$ cat src/rtl/cpu_bus_pkg.sv
// Shared types and default sizing for the CPU memory-bus front end.
package cpu_bus_pkg;

  localparam int unsigned DATA_W_DEF  = 16;
  localparam int unsigned ADDR_W_DEF  = 16;
  localparam int unsigned TIMEOUT_DEF = 15;

  typedef enum logic [1:0] {
    StIdle = 2'd0,
    StBus  = 2'd1,
    StResp = 2'd2
  } state_e;

endpackage

$ cat src/rtl/cpu_bus_wait_timer.sv
// Saturating wait-state counter; expired_o flags the last permitted wait cycle.
module cpu_bus_wait_timer #(
  parameter int unsigned TIMEOUT = 15
) (
  input  logic clk_i,
  input  logic rst_i,
  input  logic clr_i,
  input  logic en_i,
  output logic expired_o
);

  localparam int unsigned CntW = $clog2(TIMEOUT + 1);

  logic [CntW-1:0] wait_cnt_q;

  // Count low-RDY cycles; hold at TIMEOUT instead of wrapping.
  always_ff @(posedge clk_i) begin
    if (rst_i || clr_i) begin
      wait_cnt_q <= '0;
    end else if (en_i && (wait_cnt_q != CntW'(TIMEOUT))) begin
      wait_cnt_q <= wait_cnt_q + 1'b1;
    end
  end

  assign expired_o = (wait_cnt_q == CntW'(TIMEOUT - 1));

endmodule

$ cat src/rtl/cpu_bus_master.sv
// Request/response front end driving a wait-state-aware external memory bus.
// Optional bus timeout enabled by defining CPU_BUS_TIMEOUT_EN; without it BUS
// waits indefinitely for RDY and rsp_err stays 0.
module cpu_bus_master
  import cpu_bus_pkg::*;
#(
  parameter int unsigned DATA_W  = DATA_W_DEF,
  parameter int unsigned ADDR_W  = ADDR_W_DEF,
  parameter int unsigned TIMEOUT = TIMEOUT_DEF
) (
  input  logic              CLK,
  input  logic              RST,
  input  logic              req_valid,
  output logic              req_ready,
  input  logic              req_write,
  input  logic [ADDR_W-1:0] req_addr,
  input  logic [DATA_W-1:0] req_wdata,
  output logic              rsp_valid,
  input  logic              rsp_ready,
  output logic [DATA_W-1:0] rsp_rdata,
  output logic              rsp_err,
  output logic [ADDR_W-1:0] A,
  output logic [DATA_W-1:0] DOUT,
  output logic              DOE,
  output logic              W,
  input  logic [DATA_W-1:0] DIN,
  input  logic              RDY
);

  if (TIMEOUT < 1) begin : g_bad_timeout
    $error("cpu_bus_master: TIMEOUT must be at least 1");
  end

  state_e            state_q;
  logic [ADDR_W-1:0] addr_q;
  logic [DATA_W-1:0] wdata_q;
  logic              write_q;
  logic [DATA_W-1:0] rdata_q;
  logic              err_q;
  logic              timer_expired;
  logic              bus_act;

`ifdef CPU_BUS_TIMEOUT_EN
  cpu_bus_wait_timer #(
    .TIMEOUT (TIMEOUT)
  ) u_wait_timer (
    .clk_i     (CLK),
    .rst_i     (RST),
    .clr_i     ((state_q == StIdle) && req_valid),
    .en_i      ((state_q == StBus) && !RDY),
    .expired_o (timer_expired)
  );
`else
  assign timer_expired = 1'b0;
`endif

  // Transfer sequencing: capture request, wait for RDY (or expiry), hold response.
  always_ff @(posedge CLK) begin
    if (RST) begin
      state_q <= StIdle;
      addr_q  <= '0;
      wdata_q <= '0;
      write_q <= 1'b0;
      rdata_q <= '0;
      err_q   <= 1'b0;
    end else begin
      unique case (state_q)
        StIdle: begin
          if (req_valid) begin
            addr_q  <= req_addr;
            wdata_q <= req_wdata;
            write_q <= req_write;
            state_q <= StBus;
          end
        end
        StBus: begin
          // RDY takes priority over an expiry in the same cycle.
          if (RDY) begin
            rdata_q <= write_q ? '0 : DIN;
            err_q   <= 1'b0;
            state_q <= StResp;
          end else if (timer_expired) begin
            rdata_q <= '0;
            err_q   <= 1'b1;
            state_q <= StResp;
          end
        end
        StResp: begin
          if (rsp_ready) begin
            state_q <= StIdle;
          end
        end
        default: state_q <= StIdle;
      endcase
    end
  end

  // Handshake and bus outputs decode from state; RST forces them idle immediately.
  assign bus_act   = !RST && (state_q == StBus);
  assign req_ready = !RST && (state_q == StIdle);
  assign rsp_valid = !RST && (state_q == StResp);
  assign rsp_rdata = rdata_q;
  assign rsp_err   = err_q;
  assign A         = bus_act ? addr_q : '0;
  assign W         = bus_act && write_q;
  assign DOE       = bus_act && write_q;
  assign DOUT      = DOE ? wdata_q : '0;

endmodule

$ cat config.mk
export PLATFORM = sky130hd
export DESIGN_NAME = cpu_bus_master
export DESIGN_NICKNAME = d
export VERILOG_FILES = /design/src/rtl/cpu_bus_pkg.sv /design/src/rtl/cpu_bus_wait_timer.sv /design/src/rtl/cpu_bus_master.sv
export SDC_FILE = /design/constraint.sdc
export NUM_CORES = 1
export LEC_CHECK = 0
export CORE_MARGIN = 5
export CORE_UTILIZATION = 39
export DETAILED_ROUTE_END_ITERATION = 8
export GPL_TIMING_DRIVEN = 0
export PLACE_DENSITY = 0.77
export SETUP_SLACK_MARGIN = 0.05
export SLEW_MARGIN = 20
export SYNTH_ARGS = -nofsm -noshare
export SYNTH_HDL_FRONTEND = slang
export SYNTH_HIERARCHICAL = 1
export SYNTH_SLANG_ARGS = --single-unit
$ cat constraint.sdc
create_clock -name CLK -period 1.2 [get_ports CLK]
set_input_delay 0.24 -clock CLK [delete_from_list [all_inputs] [get_ports CLK]]
set_output_delay 0.24 -clock CLK [all_outputs]
set_load 0.03 [all_outputs]
Yosys cells after proc, flatten, opt, wreduce, memory -nomap -nowiden
Index checks and enable logic that the tools add are counted.
{"block": "op_classes", "n_addsub": 0, "multipliers": 0, "n_div": 0, "order_cmp": 0, "eq_ne": 5, "shift": 0, "mux": 7, "n_bitwise": 0, "n_reduce_logical": 9}
{"cell": "$mux W16", "n": 3}
{"cell": "$mux W2", "n": 3}
{"cell": "$ne A2 B2 Y1 const B", "n": 3}
{"cell": "$pmux W2 S3", "n": 1}
{"cell": "$logic_and A1 B1 Y1", "n": 4}
{"cell": "$reduce_and A2 Y1", "n": 2}
{"cell": "$reduce_and A3 Y1", "n": 1}
{"cell": "$eq A2 B1 Y1 const B", "n": 1}
{"cell": "$eq A2 B2 Y1 const B", "n": 1}
{"cell": "$logic_not A2 Y1", "n": 1}
{"cell": "$logic_not A1 Y1", "n": 1}
{"block": "word_totals", "register_bits": 51, "latchBits": 0, "ramBits": 0, "mem_bits_ro": 0, "inputBits": 54, "output_inout_bits": 53, "word_cells": 26, "n_memories": 0}

Logic depth before layout (Yosys ltp)
{"block": "depth", "ltp_word": 4, "depth_mapped": 4, "ltp_nobuf": 2}

Worst setup path after synthesis
No wires, ideal clock.
{"block": "synth_timing", "path_kind": "register to output", "from": "register state_q[0]", "to": "output W", "t_arrival_ns": 1.398, "t_required_ns": 0.960, "path_slack_ns": -0.438, "stages_incl_launch_ff": 5, "n_path_buf": 2, "path_cell_list": "dfxtp_1 -> nor3b_4 -> clkbuf_1 -> and2_1 -> buf_4"}
{"block": "synth_between", "elab_chain_cells": 3}
{"element": "start, declared", "line": "cpu_bus_master.sv:34", "source": "state_e state_q;"}
{"element": "start signal, assigned", "line": "cpu_bus_master.sv:60", "source": "state_q <= StIdle;"}
{"element": "start signal, assigned", "line": "cpu_bus_master.sv:73", "source": "state_q <= StBus;"}
{"element": "start signal, assigned", "line": "cpu_bus_master.sv:81", "source": "state_q <= StResp;"}
{"element": "$eq A2 B1 Y1", "line": "cpu_bus_master.sv:99", "source": "assign bus_act = !RST && (state_q == StBus);"}
{"element": "$logic_and A1 B1 Y1", "line": "cpu_bus_master.sv:99"}
{"element": "$logic_and A1 B1 Y1"}
{"element": "end, declared", "line": "cpu_bus_master.sv:25", "source": "output logic W,"}
No other way between the ends.

Worst setup path in the final report
{"block": "layout_timing", "from": "register state_q[1]", "to": "output W"}
{"block": "layout_between", "elab_chain_cells": 3}
{"element": "$eq A2 B1 Y1", "line": "cpu_bus_master.sv:99"}
{"element": "$logic_and A1 B1 Y1", "line": "cpu_bus_master.sv:99"}
{"element": "$logic_and A1 B1 Y1", "line": "cpu_bus_master.sv:105", "source": "assign W = bus_act && write_q;"}
No other way between the ends.

==> results_dict.tcl <==
set metrics [dict create \
    port_buffers 105 \
    holdWs_ps 474.5 \
    die_height_um 92 \
    postSynthAreaPerCell_um2 9.822 \
    power.share.clock_pct 24.9 \
    cts_buffer_depth 2 \
    antenna_left 0 \
    h-tree-depth 2 \
    drc 0 \
    totalWireLength_mm 7.313 \
    die_area_um2 8464 \
    grt_pass1_vias 2395 \
    grt_pass1_wl_mm 12.04 \
    fin_crit_sh_pct 143.0 \
    hold_buffers 0 \
    place.gp.congestion 0.7316 \
    seq_area_um2 1030 \
    multi_input_area_um2 1531 \
    synth_area_leaders "dfxtp_1, nand2b_1, mux2i_1" \
    p_leak_nw 1.856 \
    p_comb_share_pct 27.2 \
    synthToLayoutAreaGrowth_pct 64.50 \
    grt_overflow_total 0 \
    hold_class "reg -> reg" \
    start_util_pct 40.60 \
    post-route-util_pct 66.80 \
    die_w_um 92 \
    outcome "complete, but fails checks" \
    synth-seq-cells 51 \
    clkLatencyLatePin_ps 290 \
    place_ws_ps -1323 \
    drive_gt1_share_pct 34.66 \
    fin_total_pwr_mw 3.892 \
    violations "setup timing" \
    cts_tree "yes" \
    wl_per_cell_um 15.30 \
    dp_cells 449 \
    fin_cells 478 \
    yosysSeqAreaShare_pct 38.93 \
    synthCells 267 \
    cts_buffers 5 \
    rows 29 \
    period_minus_slack_ps 1716 \
    clkTransAtPathRegs_ps 90 \
    path_class "reg -> out" \
    netlist_area_um2 2623 \
    start_kind "register" \
    grt_start_max_net_pins 15 \
    setup_viol 86 \
    finClkSkew_ps 4.099 \
    n_antenna_cell 0 \
    drv_slew 0 \
    grt_setup_unrepaired "yes" \
    final_hold_viol_count 0 \
    powerDensity_nw_per_um2 902.1 \
    cts-root-buf "clkbuf_8" \
    cts.sinks 51 \
    hpwl_mm 5.140 \
    crit_fanout 5 \
    io_pins 107 \
    crit_arrival_ps 1480 \
    fin_ws_ps -515.9 \
    max_freq_mhz 582.8 \
    synth.largest_area_cell "dfxtp_1" \
    first_pass_iters 4 \
    power_switching_mw 1.035 \
    synthesis.nets 321 \
    drt-initial-drc-count 69 \
    coreArea_um2 6459 \
    required_ps 960 \
    post_drt_via_cell_ratio 4.713 \
    yosysWarnings 6 \
    peakVddDrop_mv 0.5524 \
    nNetsFinal 454 \
    worstSetupEndpointType "output port" \
    antenna_found_initial 0 \
    num_vias 2253 \
    swShare_pct 26.60 \
    seq_power_share_pct 48.0 \
    grt_use_total_pct 17.46 \
    yosys.area.top_type_share_pct 38.93 \
    max_cap_viol_count 0 \
    synth_cell_types 21 \
    n_fill_cell 546 \
    internal_power_mw 2.857 \
]
## area by class of cell
| class | instances | area share (%) |
|---|---|---|
| Inverter | 3 | 0.2610 |
| Tap cell | 77 | 2.233 |
| Clock buffer | 7 | 1.769 |
| Buffer | 25 | 6.032 |
| Multi-Input combinational cell | 188 | 35.50 |
| Timing Repair Buffer | 126 | 30.22 |
| Clock inverter | 1 | 0.1160 |
| Sequential cell | 51 | 23.87 |
## power by group through the flow
stage | clock network, mW | registers, mW | logic [mW]
final | 0.968 | 1.87 | 1.06
after floorplan | 0 | 1.93 | 0.446
after detailed placement | 0 | 1.91 | 0.823
after global placement | 0 | 1.90 | 0.816
after CTS | 0.995 | 1.86 | 1.04
after global routing | 1.07 | 1.88 | 1.13
## stage by stage
stage          area, µm²  TNS [ps]
2_1_floorplan       2713     -2773
3_3_place_gp        3860    -65960
3_5_place_dp        3860    -66160
4_1_cts             4267    -22410
5_1_grt             4314    -26970
6_report            4314    -21490
## layer usage
layer	up-vias	part of all wire (%)	GRT usage (%)
met4	0	1.0	3.589
met2	65	48	29.87
met1	1046	44	21.82
met3	6	6.4	5.237
met5	-	0	0
li1	1136	-	-
## Yosys cell counts (all sizes together)
cell type and count:
and3 16, conb 1, nor3 1, and3b 1, mux2i 49, clkbuf 14
nand2b 82, nor3b 3, and2 17, inv 3, dfxtp 51, buf 11
or3b 16, a22o 2
## registers in the layout (all words and copies together) (netlist names)
register	count
write_q	1
state_q	2
rsp_rdata	16
wdata_q	16
addr_q	16
## cell usage in the layout, fill, tap and decap left out, types with 2 or more instances in the layout
cell type and n:
nand2b_1 82, clkdlybuf4s50_1 52, mux2i_1 49, dfxtp_1 48
buf_6 41, buf_4 16, and2_4 15, or3b_1 15
buf_2 15, clkbuf_1 10, and3_2 8, and3_4 8
buf_12 8, clkbuf_8 5, buf_16 4, inv_1 3
clkbuf_4 2, nor3b_4 2, buf_8 2, and2_2 2
dfxtp_4 2
## what timing repair did
item,in CTS,in global routing
pin swaps,6,4
gates resized for setup,362,17
gates cloned,5,0
buffers inserted,15,1
endpoints found under the setup margin,103,87
## cell families after synthesis
family          count (synthesis)  share of synthesized area (%)
buf+inv                        28                          6.917
compound gates                  2                         0.7157
mux                            49                          18.70
flops                          51                          38.93
other cells                     1                         0.1430
simple gates                  136                          34.59
## worst max-delay path, stage by stage, from the launching register on
cell and delay [ps]:
dfxtp_4 360, nor3b_4 190, buf_6 160, buf_8 110, and2_4 150, buf_6 90
buf_6 110
## worst paths after layout
check	start	endpoint	slack, ps	cells past startpoint
max	state_q[1]	W	-520	6
min	wdata_q[9]	wdata_q[9]	470	2
max reg2reg	state_q[1]	addr_q[2]	-160	6
min reg2reg	wdata_q[9]	wdata_q[9]	470	2
Power figures use the tool's default switching activity.
